## src/rtl/cnt_pkg.sv

```systemverilog
// Shared constants for the up/down counter slice.
package cnt_pkg;
  localparam logic CNT_MODE_WRAP = 1'b0;
  localparam logic CNT_MODE_SAT  = 1'b1;
  localparam logic CNT_DIR_DOWN  = 1'b0;
  localparam logic CNT_DIR_UP    = 1'b1;
endpackage

```

## src/rtl/cnt_updown_mod_if.sv

```systemverilog
// Control/status bundle of the up/down counter.
// Carries presc only when CNT_PRESCALE_EN is defined.
interface cnt_updown_mod_if #(
  parameter int WIDTH   = 16,
  parameter int PRESC_W = 8
);
  logic             clr;
  logic             load;
  logic [WIDTH-1:0] data_load;
  logic             en;
  logic             dir;
  logic             mode;
  logic [WIDTH-1:0] max_val;
  logic             ovf_clr;
`ifdef CNT_PRESCALE_EN
  logic [PRESC_W-1:0] presc;
`endif
  logic [WIDTH-1:0] cnt;
  logic             tc;
  logic             at_max;
  logic             at_zero;
  logic             ovf;

  modport master (
`ifdef CNT_PRESCALE_EN
    output presc,
`endif
    output clr, load, data_load, en,
    output dir, mode, max_val, ovf_clr,
    input  cnt, tc, at_max, at_zero, ovf
  );

  modport slave (
`ifdef CNT_PRESCALE_EN
    input  presc,
`endif
    input  clr, load, data_load, en,
    input  dir, mode, max_val, ovf_clr,
    output cnt, tc, at_max, at_zero, ovf
  );
endinterface

```

## src/rtl/cnt_prescaler.sv

```systemverilog
// Enable prescaler: ticks on every (presc+1)-th enabled cycle.
// A pc already past presc fires on the next enabled cycle.
module cnt_prescaler #(
  parameter int PRESC_W = 8
) (
  input  logic               clk,
  input  logic               rst,
  input  logic               clr,
  input  logic               en,
  input  logic [PRESC_W-1:0] presc,
  output logic               tick
);
  logic [PRESC_W-1:0] pc;
  logic               hit;

  assign hit  = (pc >= presc);
  assign tick = en && hit;

  always_ff @(posedge clk or posedge rst) begin
    if (rst) begin
      pc <= '0;
    end else if (clr) begin
      pc <= '0;
    end else if (en) begin
      pc <= hit ? '0 : pc + 1'b1;
    end
  end
endmodule

```

## src/rtl/cnt_updown_mod.sv

```systemverilog
// Up/down counter with load, modulus, wrap/saturate and sticky ovf.
// Optional prescaler on en when CNT_PRESCALE_EN is defined.
module cnt_updown_mod
  import cnt_pkg::*;
#(
  parameter int WIDTH   = 16,
  parameter int PRESC_W = 8
) (
  input logic             clk,
  input logic             rst,
  cnt_updown_mod_if.slave bus
);
  logic [WIDTH-1:0] cnt_q;
  logic [WIDTH-1:0] cnt_d;
  logic             tc_q;
  logic             tc_d;
  logic             ovf_q;
  logic             step;

`ifdef CNT_PRESCALE_EN
  cnt_prescaler #(
    .PRESC_W (PRESC_W)
  ) u_presc (
    .clk   (clk),
    .rst   (rst),
    .clr   (bus.clr | bus.load),
    .en    (bus.en),
    .presc (bus.presc),
    .tick  (step)
  );
`else
  assign step = bus.en;
`endif

  always_comb begin
    cnt_d = cnt_q;
    tc_d  = 1'b0;
    if (bus.clr) begin
      cnt_d = '0;
    end else if (bus.load) begin
      cnt_d = (bus.data_load > bus.max_val) ?
              bus.max_val : bus.data_load;
    end else if (step) begin
      if (bus.dir == CNT_DIR_UP) begin
        if (cnt_q >= bus.max_val) begin
          tc_d  = 1'b1;
          cnt_d = (bus.mode == CNT_MODE_SAT) ?
                  bus.max_val : '0;
        end else begin
          cnt_d = cnt_q + 1'b1;
        end
      end else begin
        if (cnt_q == '0) begin
          tc_d  = 1'b1;
          cnt_d = (bus.mode == CNT_MODE_SAT) ?
                  '0 : bus.max_val;
        // max_val dropped below cnt: pull back in range
        end else if (cnt_q > bus.max_val) begin
          cnt_d = bus.max_val;
        end else begin
          cnt_d = cnt_q - 1'b1;
        end
      end
    end
  end

  always_ff @(posedge clk or posedge rst) begin
    if (rst) begin
      cnt_q <= '0;
      tc_q  <= 1'b0;
      ovf_q <= 1'b0;
    end else begin
      cnt_q <= cnt_d;
      tc_q  <= tc_d;
      if (tc_d)
        ovf_q <= 1'b1;
      else if (bus.ovf_clr)
        ovf_q <= 1'b0;
    end
  end

  assign bus.cnt     = cnt_q;
  assign bus.tc      = tc_q;
  assign bus.ovf     = ovf_q;
  assign bus.at_max  = (cnt_q == bus.max_val);
  assign bus.at_zero = (cnt_q == '0);
endmodule

```

## src/flat_wrapper.sv

```systemverilog
// flat-port wrapper written by rule: the top's interface ports become plain ports
module cnt_updown_mod_flat import cnt_pkg::*;
#(
  parameter int WIDTH   = 16,
  parameter int PRESC_W = 8
)
  (clk, rst, bus_clr, bus_load, bus_data_load, bus_en, bus_dir, bus_mode, bus_max_val, bus_ovf_clr, bus_cnt, bus_tc, bus_at_max, bus_at_zero, bus_ovf);
  cnt_updown_mod_if #(.WIDTH(WIDTH), .PRESC_W(PRESC_W)) bus_i ();
  input logic clk;
  input logic rst;
  input wire logic [$bits(bus_i.clr)-1:0] bus_clr;
  input wire logic [$bits(bus_i.load)-1:0] bus_load;
  input wire logic [$bits(bus_i.data_load)-1:0] bus_data_load;
  input wire logic [$bits(bus_i.en)-1:0] bus_en;
  input wire logic [$bits(bus_i.dir)-1:0] bus_dir;
  input wire logic [$bits(bus_i.mode)-1:0] bus_mode;
  input wire logic [$bits(bus_i.max_val)-1:0] bus_max_val;
  input wire logic [$bits(bus_i.ovf_clr)-1:0] bus_ovf_clr;
  output wire logic [$bits(bus_i.cnt)-1:0] bus_cnt;
  output wire logic [$bits(bus_i.tc)-1:0] bus_tc;
  output wire logic [$bits(bus_i.at_max)-1:0] bus_at_max;
  output wire logic [$bits(bus_i.at_zero)-1:0] bus_at_zero;
  output wire logic [$bits(bus_i.ovf)-1:0] bus_ovf;
  assign bus_i.clr = bus_clr;
  assign bus_i.load = bus_load;
  assign bus_i.data_load = bus_data_load;
  assign bus_i.en = bus_en;
  assign bus_i.dir = bus_dir;
  assign bus_i.mode = bus_mode;
  assign bus_i.max_val = bus_max_val;
  assign bus_i.ovf_clr = bus_ovf_clr;
  assign bus_cnt = bus_i.cnt;
  assign bus_tc = bus_i.tc;
  assign bus_at_max = bus_i.at_max;
  assign bus_at_zero = bus_i.at_zero;
  assign bus_ovf = bus_i.ovf;
  cnt_updown_mod #(.WIDTH(WIDTH), .PRESC_W(PRESC_W)) u_core (.clk(clk), .rst(rst), .bus(bus_i));
endmodule
```

## config.mk

```make
export PLATFORM = sky130hd
export DESIGN_NAME = cnt_updown_mod_flat
export DESIGN_NICKNAME = d
export VERILOG_FILES = /design/src/rtl/cnt_pkg.sv /design/src/rtl/cnt_updown_mod_if.sv /design/src/rtl/cnt_prescaler.sv /design/src/rtl/cnt_updown_mod.sv /design/src/flat_wrapper.sv
export SDC_FILE = /design/constraint.sdc
export NUM_CORES = 1
export LEC_CHECK = 0
export ABC_CLOCK_PERIOD_IN_PS = 3100
export CORE_UTILIZATION = 48
export DETAILED_ROUTE_END_ITERATION = 8
export MAX_ROUTING_LAYER = met4
export PLACE_DENSITY = 0.83
export SYNTH_ARGS = -nofsm -noshare
export SYNTH_HDL_FRONTEND = slang
export SYNTH_SLANG_ARGS = --single-unit
```

## constraint.sdc

```tcl
create_clock -name clk -period 3.1 [get_ports clk]
set_input_delay 0.62 -clock clk [delete_from_list [all_inputs] [get_ports clk]]
set_output_delay 0.62 -clock clk [all_outputs]
set_load 0.01 [all_outputs]
```

==> report_table.html, run 1 <==
<table>
<tr><th>Metric</th><th>Value</th></tr>
<tr><th colspan="2">Status</th></tr>
<tr><td>Status</td><td>completed</td></tr>
<tr><th colspan="2">Floorplan</th></tr>
<tr><td>Height of the chip</td><td>80.53 um</td></tr>
<tr><td>Std cell rows</td><td>28</td></tr>
<tr><td>Starting Density</td><td>0.5000</td></tr>
<tr><td>Ports</td><td>60</td></tr>
<tr><td>Horizontal die dimension</td><td>~81 um</td></tr>
<tr><td>Core Area</td><td>5921 um^2</td></tr>
<tr><td>Area of the die</td><td>roughly 6500 um^2</td></tr>
<tr><th colspan="2">Routing</th></tr>
<tr><td>Vias per cell</td><td>6.228</td></tr>
<tr><td>Count of TritonRoute iterations in the first routing pass</td><td>7</td></tr>
<tr><td>Final routed wirelength across all metal layers</td><td>11.16 mm</td></tr>
<tr><td>Violation count after the first detailed-route iteration</td><td>377</td></tr>
<tr><td>Remaining DRCs</td><td>0</td></tr>
<tr><td>Mean routed wirelength per cell</td><td>19.27 um</td></tr>
<tr><td>Number of nets with antenna violations after routing</td><td>0</td></tr>
<tr><td>Total via count after detailed routing</td><td>3606</td></tr>
<tr><th colspan="2">GRT</th></tr>
<tr><td>First-pass GRT wire length</td><td>16.99 mm</td></tr>
<tr><td>Initial antenna violation count</td><td>0</td></tr>
<tr><td>Vias in the first global route</td><td>3477</td></tr>
<tr><td>Leftover overflow at the end of global routing</td><td>0</td></tr>
<tr><td>Overall track demand over capacity in global routing</td><td>0.3599</td></tr>
<tr><td>Pin count of the biggest net entering global routing</td><td>19</td></tr>
<tr><th colspan="2">Clock network</th></tr>
<tr><td>Number of clock buffers inserted by TritonCTS</td><td>3</td></tr>
<tr><td>Register clock-pin slew on the reported worst setup and hold paths</td><td>~0.09 ns</td></tr>
<tr><td>Total number of H-tree levels</td><td>1</td></tr>
<tr><td>Clock sinks</td><td>18</td></tr>
<tr><td>Clock buffer depth</td><td>2</td></tr>
<tr><td>Root buffer cell</td><td>sky130_fd_sc_hd__clkbuf_8</td></tr>
<tr><td>CTS Hold Buffers Added</td><td>0</td></tr>
<tr><td>Clock latency reported for the late side of the worst-skew pair</td><td>0.27 ns</td></tr>
<tr><td>CTS tree</td><td>done</td></tr>
<tr><th colspan="2">Layout</th></tr>
<tr><td>Synth-to-layout area growth</td><td>45.77%</td></tr>
<tr><td>Final cell utilization of the core</td><td>0.7289</td></tr>
<tr><td>Most common cell after layout, fill and taps aside</td><td>sky130_fd_sc_hd__buf_4</td></tr>
<tr><td>Commonest cells after routing, fill and taps aside</td><td>sky130_fd_sc_hd__buf_4 (81), sky130_fd_sc_hd__clkdlybuf4s50_1 (46), sky130_fd_sc_hd__nand2_1 (39)</td></tr>
<tr><td># nets final</td><td>580</td></tr>
<tr><td>Number of filler cells placed in the layout</td><td>approximately 490</td></tr>
<tr><td>Layout cells sized above 1</td><td>0.2758</td></tr>
<tr><td>Final antenna diode count</td><td>0</td></tr>
<tr><th colspan="2">STA</th></tr>
<tr><td>Setup violations, final</td><td>0</td></tr>
<tr><td>Number of max-slew violations in the final report</td><td>0</td></tr>
<tr><td>Crit share post-route</td><td>0.9788</td></tr>
<tr><td>Sum Neg Setup Slack</td><td>0 ns</td></tr>
<tr><td>Measured slew at the worst slew-check pin</td><td>0.8975 ns</td></tr>
<tr><td>Shortest clock period the worst path allows after layout</td><td>3.034 ns</td></tr>
<tr><td>Max-slew headroom at the worst pin</td><td>0.4010</td></tr>
<tr><td>Hold slack final</td><td>0.5541 ns</td></tr>
<tr><td>Upper clock frequency limit</td><td>329.6 MHz</td></tr>
<tr><td>Count of final hold-check violations</td><td>0</td></tr>
<tr><td>Largest clock skew in the final design</td><td>0.003155 ns</td></tr>
<tr><th colspan="2">Logic synthesis</th></tr>
<tr><td>Synthesized-area fraction occupied by xor and xnor cells</td><td>0.07692</td></tr>
<tr><td>Async set or reset register ratio after synthesis</td><td>1.000</td></tr>
<tr><td>Number of distinct library cells after synthesis</td><td>61</td></tr>
<tr><td>Netlist area before placement</td><td>roughly 3000 um^2</td></tr>
<tr><td>Sequential fraction of the synthesis area</td><td>0.1522</td></tr>
<tr><td>Mapped Avg Cell Area</td><td>~7.8 um^2</td></tr>
<tr><td>Area share of fa/ha/maj cells after synthesis</td><td>0.1479</td></tr>
<tr><td>Primary flip-flop cell chosen by synthesis mapping</td><td>sky130_fd_sc_hd__dfrtp_1</td></tr>
<tr><td>Number of enable-type register cells in the synthesized netlist</td><td>0</td></tr>
<tr><td>Cells after synthesis</td><td>between 300 and 400</td></tr>
<tr><td>Mux cell area share after synthesis</td><td>0.06128</td></tr>
<tr><td>Post-Synthesis Net Count</td><td>455</td></tr>
<tr><td>Synthesis-stage register bit count</td><td>18</td></tr>
<tr><td>Dominant combinational cell family by area after synthesis</td><td>simple AND/OR/NAND/NOR gates</td></tr>
<tr><td>Complex-gate fraction of the synthesized area</td><td>0.2261</td></tr>
<tr><td>Post-synthesis share of cell area spent on and, or, nand and nor gates</td><td>0.2430</td></tr>
<tr><td>Count of yosys warnings during synthesis</td><td>0</td></tr>
<tr><th colspan="2">Power</th></tr>
<tr><td>Sequential Power Share</td><td>0.218</td></tr>
<tr><td>Internal Power</td><td>0.0008004 W</td></tr>
<tr><td>Power, Total</td><td>approximately 0.0014 W</td></tr>
<tr><td>Leakage power total</td><td>approximately 1.9 nW</td></tr>
<tr><td>Areal power density over the cells</td><td>approximately 320 nW/um^2</td></tr>
<tr><td>Worst IR drop on VDD</td><td>183.9 uV</td></tr>
<tr><td>Combinational share of power</td><td>0.626</td></tr>
<tr><td>Clk network pwr share</td><td>0.156</td></tr>
<tr><td>Sw frac</td><td>0.4201</td></tr>
<tr><td>Switching power summed over all nets</td><td>0.0005799 W</td></tr>
<tr><th colspan="2">Critical path</th></tr>
<tr><td>Critical path fanouts, max</td><td>4</td></tr>
<tr><td>WP data arrival</td><td>3.19 ns</td></tr>
<tr><td>Element type at the critical path start</td><td>input port</td></tr>
<tr><td>Required time at the worst-slack endpoint</td><td>between 3 and 4 ns</td></tr>
<tr><td>Start of the worst register-to-register path</td><td>u_core.bus.cnt[7]$_DFFE_PP0P_</td></tr>
<tr><td>Type of the setup path with the least slack</td><td>in2reg</td></tr>
<tr><td>Beginning of the critical path</td><td>bus_max_val[1]</td></tr>
<tr><td>Kind of capture point of the worst setup path</td><td>flop</td></tr>
<tr><th colspan="2">Min path</th></tr>
<tr><td>HP Class</td><td>reg2reg</td></tr>
<tr><td>Hold_sp</td><td>u_core.bus.ovf$_DFFE_PP0P_</td></tr>
<tr><th colspan="2">Place</th></tr>
<tr><td>Number of input and output port buffers inserted</td><td>59</td></tr>
<tr><td>HPWL after detailed placement</td><td>8.541 mm</td></tr>
<tr><td>GPL Wtd Cong</td><td>approximately 1.0</td></tr>
<tr><th colspan="2">Flow run</th></tr>
<tr><td>Number of max-capacitance violations reported</td><td>0</td></tr>
</table>
worst paths after layout:
path,cells after the start,slack (ns),endpoint
max in group asynchronous,2,1.71,u_core.bus.cnt[4]$_DFFE_PP0P_
setup reg to reg,12,0.26,u_core.bus.cnt[3]$_DFFE_PP0P_
setup / recovery,12,0.07,u_core.bus.cnt[5]$_DFFE_PP0P_
hold / removal,2,0.55,u_core.bus.ovf$_DFFE_PP0P_
hold reg to reg,2,0.55,u_core.bus.ovf$_DFFE_PP0P_
min in group asynchronous,2,0.84,u_core.bus.cnt[9]$_DFFE_PP0P_
per-layer routing:
layer	wire [um]	up-vias	global-route usage
met5	0	-	-
met1	4424	1680	0.4185
met2	5380	220	0.6203
met3	859	50	0.03068
li1	-	1656	-
met4	491	0	0.1750
kinds of logic after synthesis:
group,count (synthesis)
and+or+nand+nor,144
AOI/OAI and AO/OA,92
buffers and inverters,49
adders and majority gates,35
xor gates and xnor gates,26
DFF,18
muxes,16
area by class of cell:
cell class                 instances  area, um^2  share of cell area
tap                               75       93.84             0.02175
timing repair buffer             143        1209              0.2801
sequential                        18       450.4              0.1044
clock buffer                       4       55.05             0.01276
inverter                          26       97.59             0.02262
multi-input combinational        313        2410              0.5584
critical path, stage by stage:
cell and delay [ns]:
sky130_fd_sc_hd__clkdlybuf4s50_1 0.48, sky130_fd_sc_hd__inv_1 0.08, sky130_fd_sc_hd__ha_1 0.29, sky130_fd_sc_hd__nor2b_1 0.13
sky130_fd_sc_hd__o21a_1 0.18, sky130_fd_sc_hd__o21ai_1 0.23, sky130_fd_sc_hd__nand4_1 0.25, sky130_fd_sc_hd__buf_4 0.24
sky130_fd_sc_hd__buf_4 0.13, sky130_fd_sc_hd__mux2i_1 0.12, sky130_fd_sc_hd__a22o_1 0.21, sky130_fd_sc_hd__a211o_1 0.22
synthesized netlist by cell type (2+ instances only):
library cell | instances | share of area
sky130_fd_sc_hd__o21a_1 | 3 | 0.0076
sky130_fd_sc_hd__o21ai_0 | 11 | 0.019
sky130_fd_sc_hd__dfrtp_1 | 18 | 0.15
sky130_fd_sc_hd__and2_1 | 3 | 0.0063
sky130_fd_sc_hd__inv_1 | 26 | 0.033
sky130_fd_sc_hd__a211o_1 | 3 | 0.0089
sky130_fd_sc_hd__nor3_1 | 19 | 0.032
sky130_fd_sc_hd__buf_6 | 8 | 0.030
sky130_fd_sc_hd__a221o_1 | 16 | 0.054
sky130_fd_sc_hd__mux2i_1 | 8 | 0.027
sky130_fd_sc_hd__nand2_1 | 39 | 0.049
sky130_fd_sc_hd__or4_4 | 2 | 0.0076
sky130_fd_sc_hd__nand4_1 | 12 | 0.025
sky130_fd_sc_hd__buf_4 | 2 | 0.0051
sky130_fd_sc_hd__or3_1 | 2 | 0.0042
sky130_fd_sc_hd__nand2b_1 | 2 | 0.0042
sky130_fd_sc_hd__nand3_1 | 18 | 0.030
sky130_fd_sc_hd__nor2_1 | 27 | 0.034
sky130_fd_sc_hd__o31ai_1 | 2 | 0.0051
sky130_fd_sc_hd__mux2_2 | 7 | 0.027
sky130_fd_sc_hd__a21o_1 | 2 | 0.0051
sky130_fd_sc_hd__a31oi_1 | 7 | 0.015
sky130_fd_sc_hd__o211ai_1 | 11 | 0.028
sky130_fd_sc_hd__xor2_1 | 13 | 0.038
sky130_fd_sc_hd__buf_2 | 2 | 0.0034
sky130_fd_sc_hd__ha_1 | 35 | 0.15
sky130_fd_sc_hd__clkbuf_1 | 6 | 0.0076
sky130_fd_sc_hd__a21oi_1 | 21 | 0.036
sky130_fd_sc_hd__a22o_1 | 2 | 0.0059
sky130_fd_sc_hd__nor4_1 | 9 | 0.019
sky130_fd_sc_hd__nor2b_1 | 2 | 0.0042
sky130_fd_sc_hd__xnor2_1 | 13 | 0.038
flip-flops by register name, indices dropped and copies added, names as in the netlist:
signal / flops
u_core.bus.cnt: 16
u_core.bus.ovf: 1
u_core.bus.tc: 1
power groups by stage:
| stage | Clock, W | Sequential [W] | Combinational (W) |
|---|---|---|---|
| 5_1_grt | 0.000221 | 0.000303 | 0.000926 |
| 4_1_cts | 0.000213 | 0.000299 | 0.000839 |
| 3_3_place_gp | 0 | 0.000299 | 0.000788 |
| 2_1_floorplan | 0 | 0.000302 | 0.000468 |
| 3_5_place_dp | 0 | 0.000299 | 0.000801 |
| 6_report | 0.000215 | 0.000302 | 0.000864 |
timing repair:
action | CTS | global route
cloned | 0 | 0
gates resized for setup | 41 | 14
setup endpoints to repair | 17 | 17
setup buffers | 3 | 3
pin swaps | 12 | 7
metrics by stage:
step | std cells | instance area (um^2) | setup WS (ns)
floorplan | 380 | 2965 | 0.08575
global placement | 569 | 4059 | -0.3669
detailed placement | 569 | 4059 | -0.4224
CTS | 576 | 4287 | 0.05191
global route | 579 | 4315 | -0.01209
finish | 579 | 4315 | 0.06571
Note: power is estimated with default switching activity, not from simulation.
==> inputs of run 2 (changes only) <==
- CORE_UTILIZATION: 48 -> 38
- PLACE_DENSITY: 0.83 -> 0.69
- SLEW_MARGIN: default -> 0
==> run 2 against run 1 <==
  * Wire length fell by 3.8%
  * First-iteration DRC count fell by 5.8%
  * Total power fell by 2.6%
  * Critical path depth fell by 7
  * Critical path type is now reg2out
  * Highest routed layer unchanged
==> report_table.html, run 2 (synthesized netlist as in run 1, its figures left out) <==
<table>
<tr><th>Metric</th><th>Value</th></tr>
<tr><th colspan="2">STA</th></tr>
<tr><td>Max-slew headroom at the worst pin</td><td>0.4323</td></tr>
<tr><td>Measured slew at the worst slew-check pin</td><td>about 0.85 ns</td></tr>
<tr><td>Upper clock frequency limit</td><td>328.0 MHz</td></tr>
<tr><td>Setup repair after global routing missed its margin</td><td>no</td></tr>
<tr><td>Number of max-slew violations in the final report</td><td>0</td></tr>
<tr><td>Largest clock skew in the final design</td><td>0.004416 ns</td></tr>
<tr><td>Sum Neg Setup Slack</td><td>0 ns</td></tr>
<tr><td>Shortest clock period the worst path allows after layout</td><td>3.049 ns</td></tr>
<tr><td>Count of final hold-check violations</td><td>0</td></tr>
<tr><td>Crit share post-route</td><td>0.9836</td></tr>
<tr><td>Setup violations, final</td><td>0</td></tr>
<tr><th colspan="2">Critical path</th></tr>
<tr><td>CP peak stage delay</td><td>0.63 ns</td></tr>
<tr><td>Worst setup slack for register-to-register paths</td><td>0.18 ns</td></tr>
<tr><td>Required time at the worst-slack endpoint</td><td>~2.5 ns</td></tr>
<tr><td>Type of the setup path with the least slack</td><td>reg2out</td></tr>
<tr><td>Crit path max-delay family</td><td>simple AND/OR/NAND/NOR gates</td></tr>
<tr><td>Kind of capture point of the worst setup path</td><td>primary output</td></tr>
<tr><td>Crit path buffers/inverters</td><td>2</td></tr>
<tr><td>CP max-delay cell</td><td>sky130_fd_sc_hd__or4_4</td></tr>
<tr><td>Crit path cell chain</td><td>or4_4 &gt; nor4_2 &gt; nand3_1 &gt; inv_1 &gt; clkdlybuf4s50_1</td></tr>
<tr><td>Start of the worst register-to-register path</td><td>u_core.bus.cnt[7]$_DFFE_PP0P_</td></tr>
<tr><td>Element type at the critical path start</td><td>flop</td></tr>
<tr><td>Critical path fanouts, max</td><td>6</td></tr>
<tr><td>WP data arrival</td><td>2.43 ns</td></tr>
<tr><td>Worst-case reg-to-reg path depth</td><td>6</td></tr>
<tr><td>Capture instance of the worst register-to-register path</td><td>u_core.bus.cnt[11]$_DFFE_PP0P_</td></tr>
<tr><th colspan="2">GRT</th></tr>
<tr><td>Initial antenna violation count</td><td>0</td></tr>
<tr><td>First-pass GRT wire length</td><td>17.11 mm</td></tr>
<tr><td>Pin count of the biggest net entering global routing</td><td>19</td></tr>
<tr><td>Overall track demand over capacity in global routing</td><td>0.2698</td></tr>
<tr><td>Vias in the first global route</td><td>3508</td></tr>
<tr><td>Leftover overflow at the end of global routing</td><td>0</td></tr>
<tr><th colspan="2">Power</th></tr>
<tr><td>Power, Total</td><td>0.001345 W</td></tr>
<tr><td>Leakage power total</td><td>around 2.0 nW</td></tr>
<tr><td>Worst IR drop on VDD</td><td>approximately 180 uV</td></tr>
<tr><td>Areal power density over the cells</td><td>308.7 nW/um^2</td></tr>
<tr><th colspan="2">Floorplan</th></tr>
<tr><td>Ports</td><td>60</td></tr>
<tr><td>Horizontal die dimension</td><td>approximately 90 um</td></tr>
<tr><td>Height of the chip</td><td>90.27 um</td></tr>
<tr><td>Core Area</td><td>7408 um^2</td></tr>
<tr><td>Starting Density</td><td>0.3996</td></tr>
<tr><td>Std cell rows</td><td>31</td></tr>
<tr><td>Area of the die</td><td>around 8100 um^2</td></tr>
<tr><th colspan="2">Place</th></tr>
<tr><td>Placed cells</td><td>about 590</td></tr>
<tr><td>GPL Wtd Cong</td><td>0.9970</td></tr>
<tr><td>Number of input and output port buffers inserted</td><td>between 50 and 60</td></tr>
<tr><td>HPWL after detailed placement</td><td>8.343 mm</td></tr>
<tr><th colspan="2">Routing</th></tr>
<tr><td>Violation count after the first detailed-route iteration</td><td>between 300 and 400</td></tr>
<tr><td>Final routed wirelength across all metal layers</td><td>about 11 mm</td></tr>
<tr><td>Remaining DRCs</td><td>0</td></tr>
<tr><td>Vias per cell</td><td>5.886</td></tr>
<tr><td>Count of TritonRoute iterations in the first routing pass</td><td>5</td></tr>
<tr><td>Number of nets with antenna violations after routing</td><td>0</td></tr>
<tr><td>Mean routed wirelength per cell</td><td>17.97 um</td></tr>
<tr><td>Total via count after detailed routing</td><td>roughly 3500</td></tr>
<tr><th colspan="2">Layout</th></tr>
<tr><td>Commonest cells after routing, fill and taps aside</td><td>sky130_fd_sc_hd__buf_4 (76), sky130_fd_sc_hd__clkdlybuf4s50_1 (46), sky130_fd_sc_hd__nand2_1 (36)</td></tr>
<tr><td>Final cell utilization of the core</td><td>0.5881</td></tr>
<tr><td># nets final</td><td>around 580</td></tr>
<tr><td>Number of filler cells placed in the layout</td><td>663</td></tr>
<tr><td>Sequential cell area in the final layout</td><td>450.4 um^2</td></tr>
<tr><td>Total area of multi-input combinational cells</td><td>about 2400 um^2</td></tr>
<tr><td>Synth-to-layout area growth</td><td>47.17%</td></tr>
<tr><td>Number of flip-flops in the largest register</td><td>16</td></tr>
<tr><td>Most common cell after layout, fill and taps aside</td><td>sky130_fd_sc_hd__buf_4</td></tr>
<tr><td>Layout cells sized above 1</td><td>0.2590</td></tr>
<tr><td>Final antenna diode count</td><td>0</td></tr>
<tr><td>Final cell count without fillers</td><td>597</td></tr>
<tr><th colspan="2">Clock network</th></tr>
<tr><td>Clock latency reported for the late side of the worst-skew pair</td><td>0.27 ns</td></tr>
<tr><td>Total number of H-tree levels</td><td>1</td></tr>
<tr><td>Clock sinks</td><td>18</td></tr>
<tr><td>CTS Hold Buffers Added</td><td>0</td></tr>
<tr><td>Number of clock buffers inserted by TritonCTS</td><td>3</td></tr>
<tr><td>Clock buffer depth</td><td>2</td></tr>
<tr><td>CTS tree</td><td>done</td></tr>
<tr><td>Register clock-pin slew on the reported worst setup and hold paths</td><td>0.10 ns</td></tr>
<tr><td>Root buffer cell</td><td>sky130_fd_sc_hd__clkbuf_8</td></tr>
<tr><th colspan="2">Status</th></tr>
<tr><td>Status</td><td>completed</td></tr>
<tr><th colspan="2">Min path</th></tr>
<tr><td>Endpoint of the worst hold path</td><td>u_core.bus.ovf$_DFFE_PP0P_</td></tr>
<tr><td>Worst Hold Path Cells</td><td>2</td></tr>
<tr><td>Hold_sp</td><td>u_core.bus.ovf$_DFFE_PP0P_</td></tr>
<tr><td>HP Class</td><td>reg2reg</td></tr>
<tr><th colspan="2">Flow run</th></tr>
<tr><td>Number of max-capacitance violations reported</td><td>0</td></tr>
</table>
## run 2: cell types whose count changed in the layout (fill, tap and decap cells not counted), sizes merged
cell and delta:
buf -5, clkbuf -5, clkdlybuf4s15 +1, dlygate4sd2 -4
dlymetal6s2s +7
## run 2: power breakdown
| group | switching (W) | total [W] | internal (W) |
|---|---|---|---|
| sequential | 0.0000432 | 0.000302 | 0.000259 |
| combinational | 0.000422 | 0.000842 | 0.000420 |
| clock | 0.000113 | 0.000200 | 0.0000874 |
## run 2: metrics by stage
step | area [um^2] | worst slack, ns | hold WS (ns)
after global placement | 4094 | -0.3701 | 0.5206
after detailed placement | 4094 | -0.4661 | 0.5313
after CTS | 4250 | 0.002989 | 0.5491
after global routing | 4357 | 0.008644 | 0.5920
after floorplan | 2965 | 0.08575 | 0.5578
final | 4357 | 0.05096 | 0.5491
## run 2: worst register-to-register path: cells and delay by family, from the launching register on
family	cells	cell delay (ns)
AO/OA/AOI/OAI	2	0.69
flip-flops	1	0.50
multiplexers	1	0.27
AND/OR/NAND/NOR	3	1.35
## run 2: layer usage
metal / vias to the layer above / part of all wire / GRT usage
li1: 1651 / - / -
met1: 1682 / 0.44 / 0.3400
met2: 156 / 0.47 / 0.4408
met3: 25 / 0.067 / 0.03620
met4: 0 / 0.023 / 0.09812
met5: - / 0 / -
## run 2: layout make-up
cell class / instances / share of cell area
well taps: 99 / 0.02843
clock buffers: 3 / 0.009477
repair buffers: 138 / 0.2806
inverters: 26 / 0.02240
multi-input cells: 313 / 0.5557
flip-flops and latches: 18 / 0.1034
## run 2: how the worst max path moves through the flow
stage | start | to | slack [ns] | cells after the start
2_1_floorplan | bus_max_val[15] | u_core.bus.cnt[13]$_DFFE_PP0P_ | 0.09 | 10
3_3_place_gp | bus_max_val[15] | u_core.bus.cnt[5]$_DFFE_PP0P_ | -0.37 | 11
3_5_place_dp | bus_max_val[15] | u_core.bus.cnt[5]$_DFFE_PP0P_ | -0.47 | 11
4_1_cts | bus_max_val[8] | u_core.bus.cnt[3]$_DFFE_PP0P_ | 0.003 | 12
5_1_grt | u_core.bus.cnt[7]$_DFFE_PP0P_ | bus_at_zero | 0.009 | 5
6_report | u_core.bus.cnt[7]$_DFFE_PP0P_ | bus_at_zero | 0.05 | 5
## run 2: repair_timing
| item | 4_1_cts | 5_1_grt |
|---|---|---|
| endpoints found under the setup margin | 16 | 17 |
| resized for setup | 25 | 23 |
| setup buffers | 1 | 1 |
| pin swaps | 4 | 4 |
==> inputs of run 3 (changes only) <==
- CORE_ASPECT_RATIO: default -> 0.75
==> run 3 against run 2 <==
  * Final area increased by 2.2%
  * Setup slack worse by 0.0015 ns
  * Combinational power up 7.1%
  * Clock-buffer cell count grew 1
  * Wire length grew 7.6%
  * Flip-flop and latch count stayed put
  * Worst hold slack better by 0.027 ns
  * Clock skew fell by 0.0015 ns
  * Critical path depth increased by 8
  * Cell count increased by 1.7%
  * Global-route usage increased by 1.6 points
  * Critical endpoint is now u_core.bus.cnt[12]$_DFFE_PP0P_
  * Largest power group unchanged
  * Highest routed layer unchanged
==> report_table.html, run 3 (synthesized netlist as in run 1, its figures left out) <==
<table>
<tr><th>Metric</th><th>Value</th></tr>
<tr><th colspan="2">Status</th></tr>
<tr><td>Status</td><td>completed</td></tr>
<tr><th colspan="2">Routing</th></tr>
<tr><td>Remaining DRCs</td><td>0</td></tr>
<tr><td>Met3 WL</td><td>~1.0 mm</td></tr>
<tr><td>Routed wl met2</td><td>5.188 mm</td></tr>
<tr><td>Met1 routed wirelength after detailed routing</td><td>roughly 5.0 mm</td></tr>
<tr><td>Count of TritonRoute iterations in the first routing pass</td><td>6</td></tr>
<tr><td>Violation count after the first detailed-route iteration</td><td>443</td></tr>
<tr><td>Total via count after detailed routing</td><td>3567</td></tr>
<tr><td>Vias per cell</td><td>5.876</td></tr>
<tr><td>Final routed wirelength across all metal layers</td><td>11.55 mm</td></tr>
<tr><td>Mean routed wirelength per cell</td><td>19.03 um</td></tr>
<tr><td>Top sig layer</td><td>met4</td></tr>
<tr><td>Number of nets with antenna violations after routing</td><td>0</td></tr>
<tr><th colspan="2">Power</th></tr>
<tr><td>Switching power summed over all nets</td><td>0.0005927 W</td></tr>
<tr><td>Worst IR drop on VDD</td><td>around 190 uV</td></tr>
<tr><td>Internal Power</td><td>0.0008242 W</td></tr>
<tr><td>Leakage power total</td><td>around 2.0 nW</td></tr>
<tr><td>Power, Total</td><td>0.001417 W</td></tr>
<tr><td>Areal power density over the cells</td><td>318.4 nW/um^2</td></tr>
<tr><td>Clk network pwr share</td><td>0.154</td></tr>
<tr><td>Sw frac</td><td>0.4183</td></tr>
<tr><td>Combinational share of power</td><td>0.637</td></tr>
<tr><td>Sequential Power Share</td><td>0.209</td></tr>
<tr><th colspan="2">STA</th></tr>
<tr><td>Hold slack final</td><td>roughly 0.58 ns</td></tr>
<tr><td>Sum Neg Setup Slack</td><td>0 ns</td></tr>
<tr><td>Upper clock frequency limit</td><td>327.8 MHz</td></tr>
<tr><td>Max-slew headroom at the worst pin</td><td>0.4096</td></tr>
<tr><td>Largest clock skew in the final design</td><td>0.002870 ns</td></tr>
<tr><td>Count of final hold-check violations</td><td>0</td></tr>
<tr><td>Number of max-slew violations in the final report</td><td>0</td></tr>
<tr><td>Measured slew at the worst slew-check pin</td><td>0.8846 ns</td></tr>
<tr><td>Crit share post-route</td><td>0.9840</td></tr>
<tr><td>Shortest clock period the worst path allows after layout</td><td>approximately 3.1 ns</td></tr>
<tr><td>Setup violations, final</td><td>0</td></tr>
<tr><th colspan="2">Critical path</th></tr>
<tr><td>Kind of capture point of the worst setup path</td><td>flop</td></tr>
<tr><td>Required time at the worst-slack endpoint</td><td>~3.3 ns</td></tr>
<tr><td>Critical path fanouts, max</td><td>8</td></tr>
<tr><td>WP data arrival</td><td>approximately 3.2 ns</td></tr>
<tr><td>Element type at the critical path start</td><td>input port</td></tr>
<tr><td>Worst setup slack for register-to-register paths</td><td>0.26 ns</td></tr>
<tr><td>Type of the setup path with the least slack</td><td>in2reg</td></tr>
<tr><th colspan="2">Place</th></tr>
<tr><td>Placement-stage cell area</td><td>4096 um^2</td></tr>
<tr><td>HPWL after detailed placement</td><td>8.624 mm</td></tr>
<tr><td>Number of input and output port buffers inserted</td><td>approximately 60</td></tr>
<tr><td>GPL Wtd Cong</td><td>0.9683</td></tr>
<tr><th colspan="2">Layout</th></tr>
<tr><td>Synth-to-layout area growth</td><td>50.34%</td></tr>
<tr><td>Final antenna diode count</td><td>0</td></tr>
<tr><td>Commonest cells after routing, fill and taps aside</td><td>sky130_fd_sc_hd__buf_4 (83), sky130_fd_sc_hd__clkdlybuf4s50_1 (48), sky130_fd_sc_hd__nand2_1 (37)</td></tr>
<tr><td>Final design instance area without fill</td><td>4451 um^2</td></tr>
<tr><td>Number of flip-flops in the largest register</td><td>16</td></tr>
<tr><td>Most common cell after layout, fill and taps aside</td><td>sky130_fd_sc_hd__buf_4</td></tr>
<tr><td>Layout cells sized above 1</td><td>0.2806</td></tr>
<tr><td>Final cell utilization of the core</td><td>0.5988</td></tr>
<tr><td># nets final</td><td>a little under 600</td></tr>
<tr><td>Number of filler cells placed in the layout</td><td>684</td></tr>
<tr><th colspan="2">Clock network</th></tr>
<tr><td>Register clock-pin slew on the reported worst setup and hold paths</td><td>0.09 ns</td></tr>
<tr><td>CTS Hold Buffers Added</td><td>0</td></tr>
<tr><td>CTS tree</td><td>done</td></tr>
<tr><td>Number of clock buffers inserted by TritonCTS</td><td>3</td></tr>
<tr><td>Total number of H-tree levels</td><td>1</td></tr>
<tr><td>Clock latency reported for the late side of the worst-skew pair</td><td>0.27 ns</td></tr>
<tr><td>Clock sinks</td><td>18</td></tr>
<tr><td>Clock buffer depth</td><td>2</td></tr>
<tr><td>Root buffer cell</td><td>sky130_fd_sc_hd__clkbuf_8</td></tr>
<tr><th colspan="2">Flow run</th></tr>
<tr><td>Number of max-capacitance violations reported</td><td>0</td></tr>
<tr><th colspan="2">Min path</th></tr>
<tr><td>HP Class</td><td>reg2reg</td></tr>
<tr><th colspan="2">Floorplan</th></tr>
<tr><td>Core Area</td><td>roughly 7400 um^2</td></tr>
<tr><td>Starting Density</td><td>0.3983</td></tr>
<tr><td>Std cell rows</td><td>27</td></tr>
<tr><td>Horizontal die dimension</td><td>103.9 um</td></tr>
<tr><td>Ports</td><td>60</td></tr>
<tr><td>Area of the die</td><td>8151 um^2</td></tr>
<tr><td>Height of the chip</td><td>78.44 um</td></tr>
<tr><th colspan="2">GRT</th></tr>
<tr><td>First-pass GRT wire length</td><td>17.55 mm</td></tr>
<tr><td>Pin count of the biggest net entering global routing</td><td>19</td></tr>
<tr><td>Initial antenna violation count</td><td>0</td></tr>
<tr><td>Leftover overflow at the end of global routing</td><td>0</td></tr>
<tr><td>Overall track demand over capacity in global routing</td><td>0.2855</td></tr>
<tr><td>Vias in the first global route</td><td>3282</td></tr>
</table>
[run 3: cell types whose count changed in the layout (fill, tap and decap cells not counted), moves of 2 or more]
cell,change
sky130_fd_sc_hd__buf_4,+7
sky130_fd_sc_hd__buf_6,-2
sky130_fd_sc_hd__clkdlybuf4s50_1,+2
sky130_fd_sc_hd__dlymetal6s2s_1,-2
[run 3: layout make-up]
type / instances / area [um^2] / share of cell area
inverter: 26 / 97.59 / 0.02193
sequential: 18 / 450.4 / 0.1012
clock buffer: 4 / 55.05 / 0.01237
tap: 101 / 126.4 / 0.02839
timing repair buffer: 145 / 1287 / 0.2893
multi-input combinational: 313 / 2434 / 0.5468
[run 3: layer usage]
metal  vias up  GRT usage
met2       217     0.4387
met4         0    0.09429
met3        31    0.04236
met5         -          -
met1      1650     0.3838
li1       1669          -
[run 3: worst paths after layout]
path / start / endpoint / depth (start not counted)
hold / removal: u_core.bus.ovf$_DFFE_PP0P_ / u_core.bus.ovf$_DFFE_PP0P_ / 2
max in group asynchronous: rst / u_core.bus.cnt[7]$_DFFE_PP0P_ / 2
min in group asynchronous: rst / u_core.bus.cnt[1]$_DFFE_PP0P_ / 2
setup reg to reg: u_core.bus.cnt[10]$_DFFE_PP0P_ / u_core.bus.cnt[10]$_DFFE_PP0P_ / 12
hold reg to reg: u_core.bus.ovf$_DFFE_PP0P_ / u_core.bus.ovf$_DFFE_PP0P_ / 2
setup / recovery: bus_max_val[1] / u_core.bus.cnt[12]$_DFFE_PP0P_ / 13
[run 3: power groups by stage]
stage	clock, W	sequential [W]	combinational, W
6_report	0.000218	0.000297	0.000902
5_1_grt	0.000230	0.000299	0.000973
4_1_cts	0.000220	0.000291	0.000825
3_5_place_dp	0	0.000295	0.000801
3_3_place_gp	0	0.000295	0.000791
2_1_floorplan	0	0.000302	0.000468
[run 3: stage by stage]
stage	std cells	setup WS, ns
2_1_floorplan	380	0.08575
3_3_place_gp	594	-0.3976
3_5_place_dp	594	-0.4758
4_1_cts	599	-0.006285
5_1_grt	607	-0.03413
6_report	607	0.04951
[run 3: critical path, cell delays in order]
cell	delay [ns]
sky130_fd_sc_hd__clkdlybuf4s50_1	0.49
sky130_fd_sc_hd__inv_1	0.07
sky130_fd_sc_hd__buf_4	0.15
sky130_fd_sc_hd__ha_1	0.29
sky130_fd_sc_hd__nor2b_1	0.13
sky130_fd_sc_hd__o211ai_1	0.22
sky130_fd_sc_hd__a211o_1	0.23
sky130_fd_sc_hd__nand3_2	0.10
sky130_fd_sc_hd__buf_4	0.15
sky130_fd_sc_hd__buf_4	0.13
sky130_fd_sc_hd__nand2_2	0.09
sky130_fd_sc_hd__o2bb2ai_4	0.15
sky130_fd_sc_hd__a221o_1	0.38
[run 3: repair_timing]
item                                    CTS  global route
hold endpoints to repair                  0             0
endpoints found under the setup margin   17            18
resized for setup                        21            29
cloned                                    0             1
setup buffers                             2             7
pin swaps                                 8            10
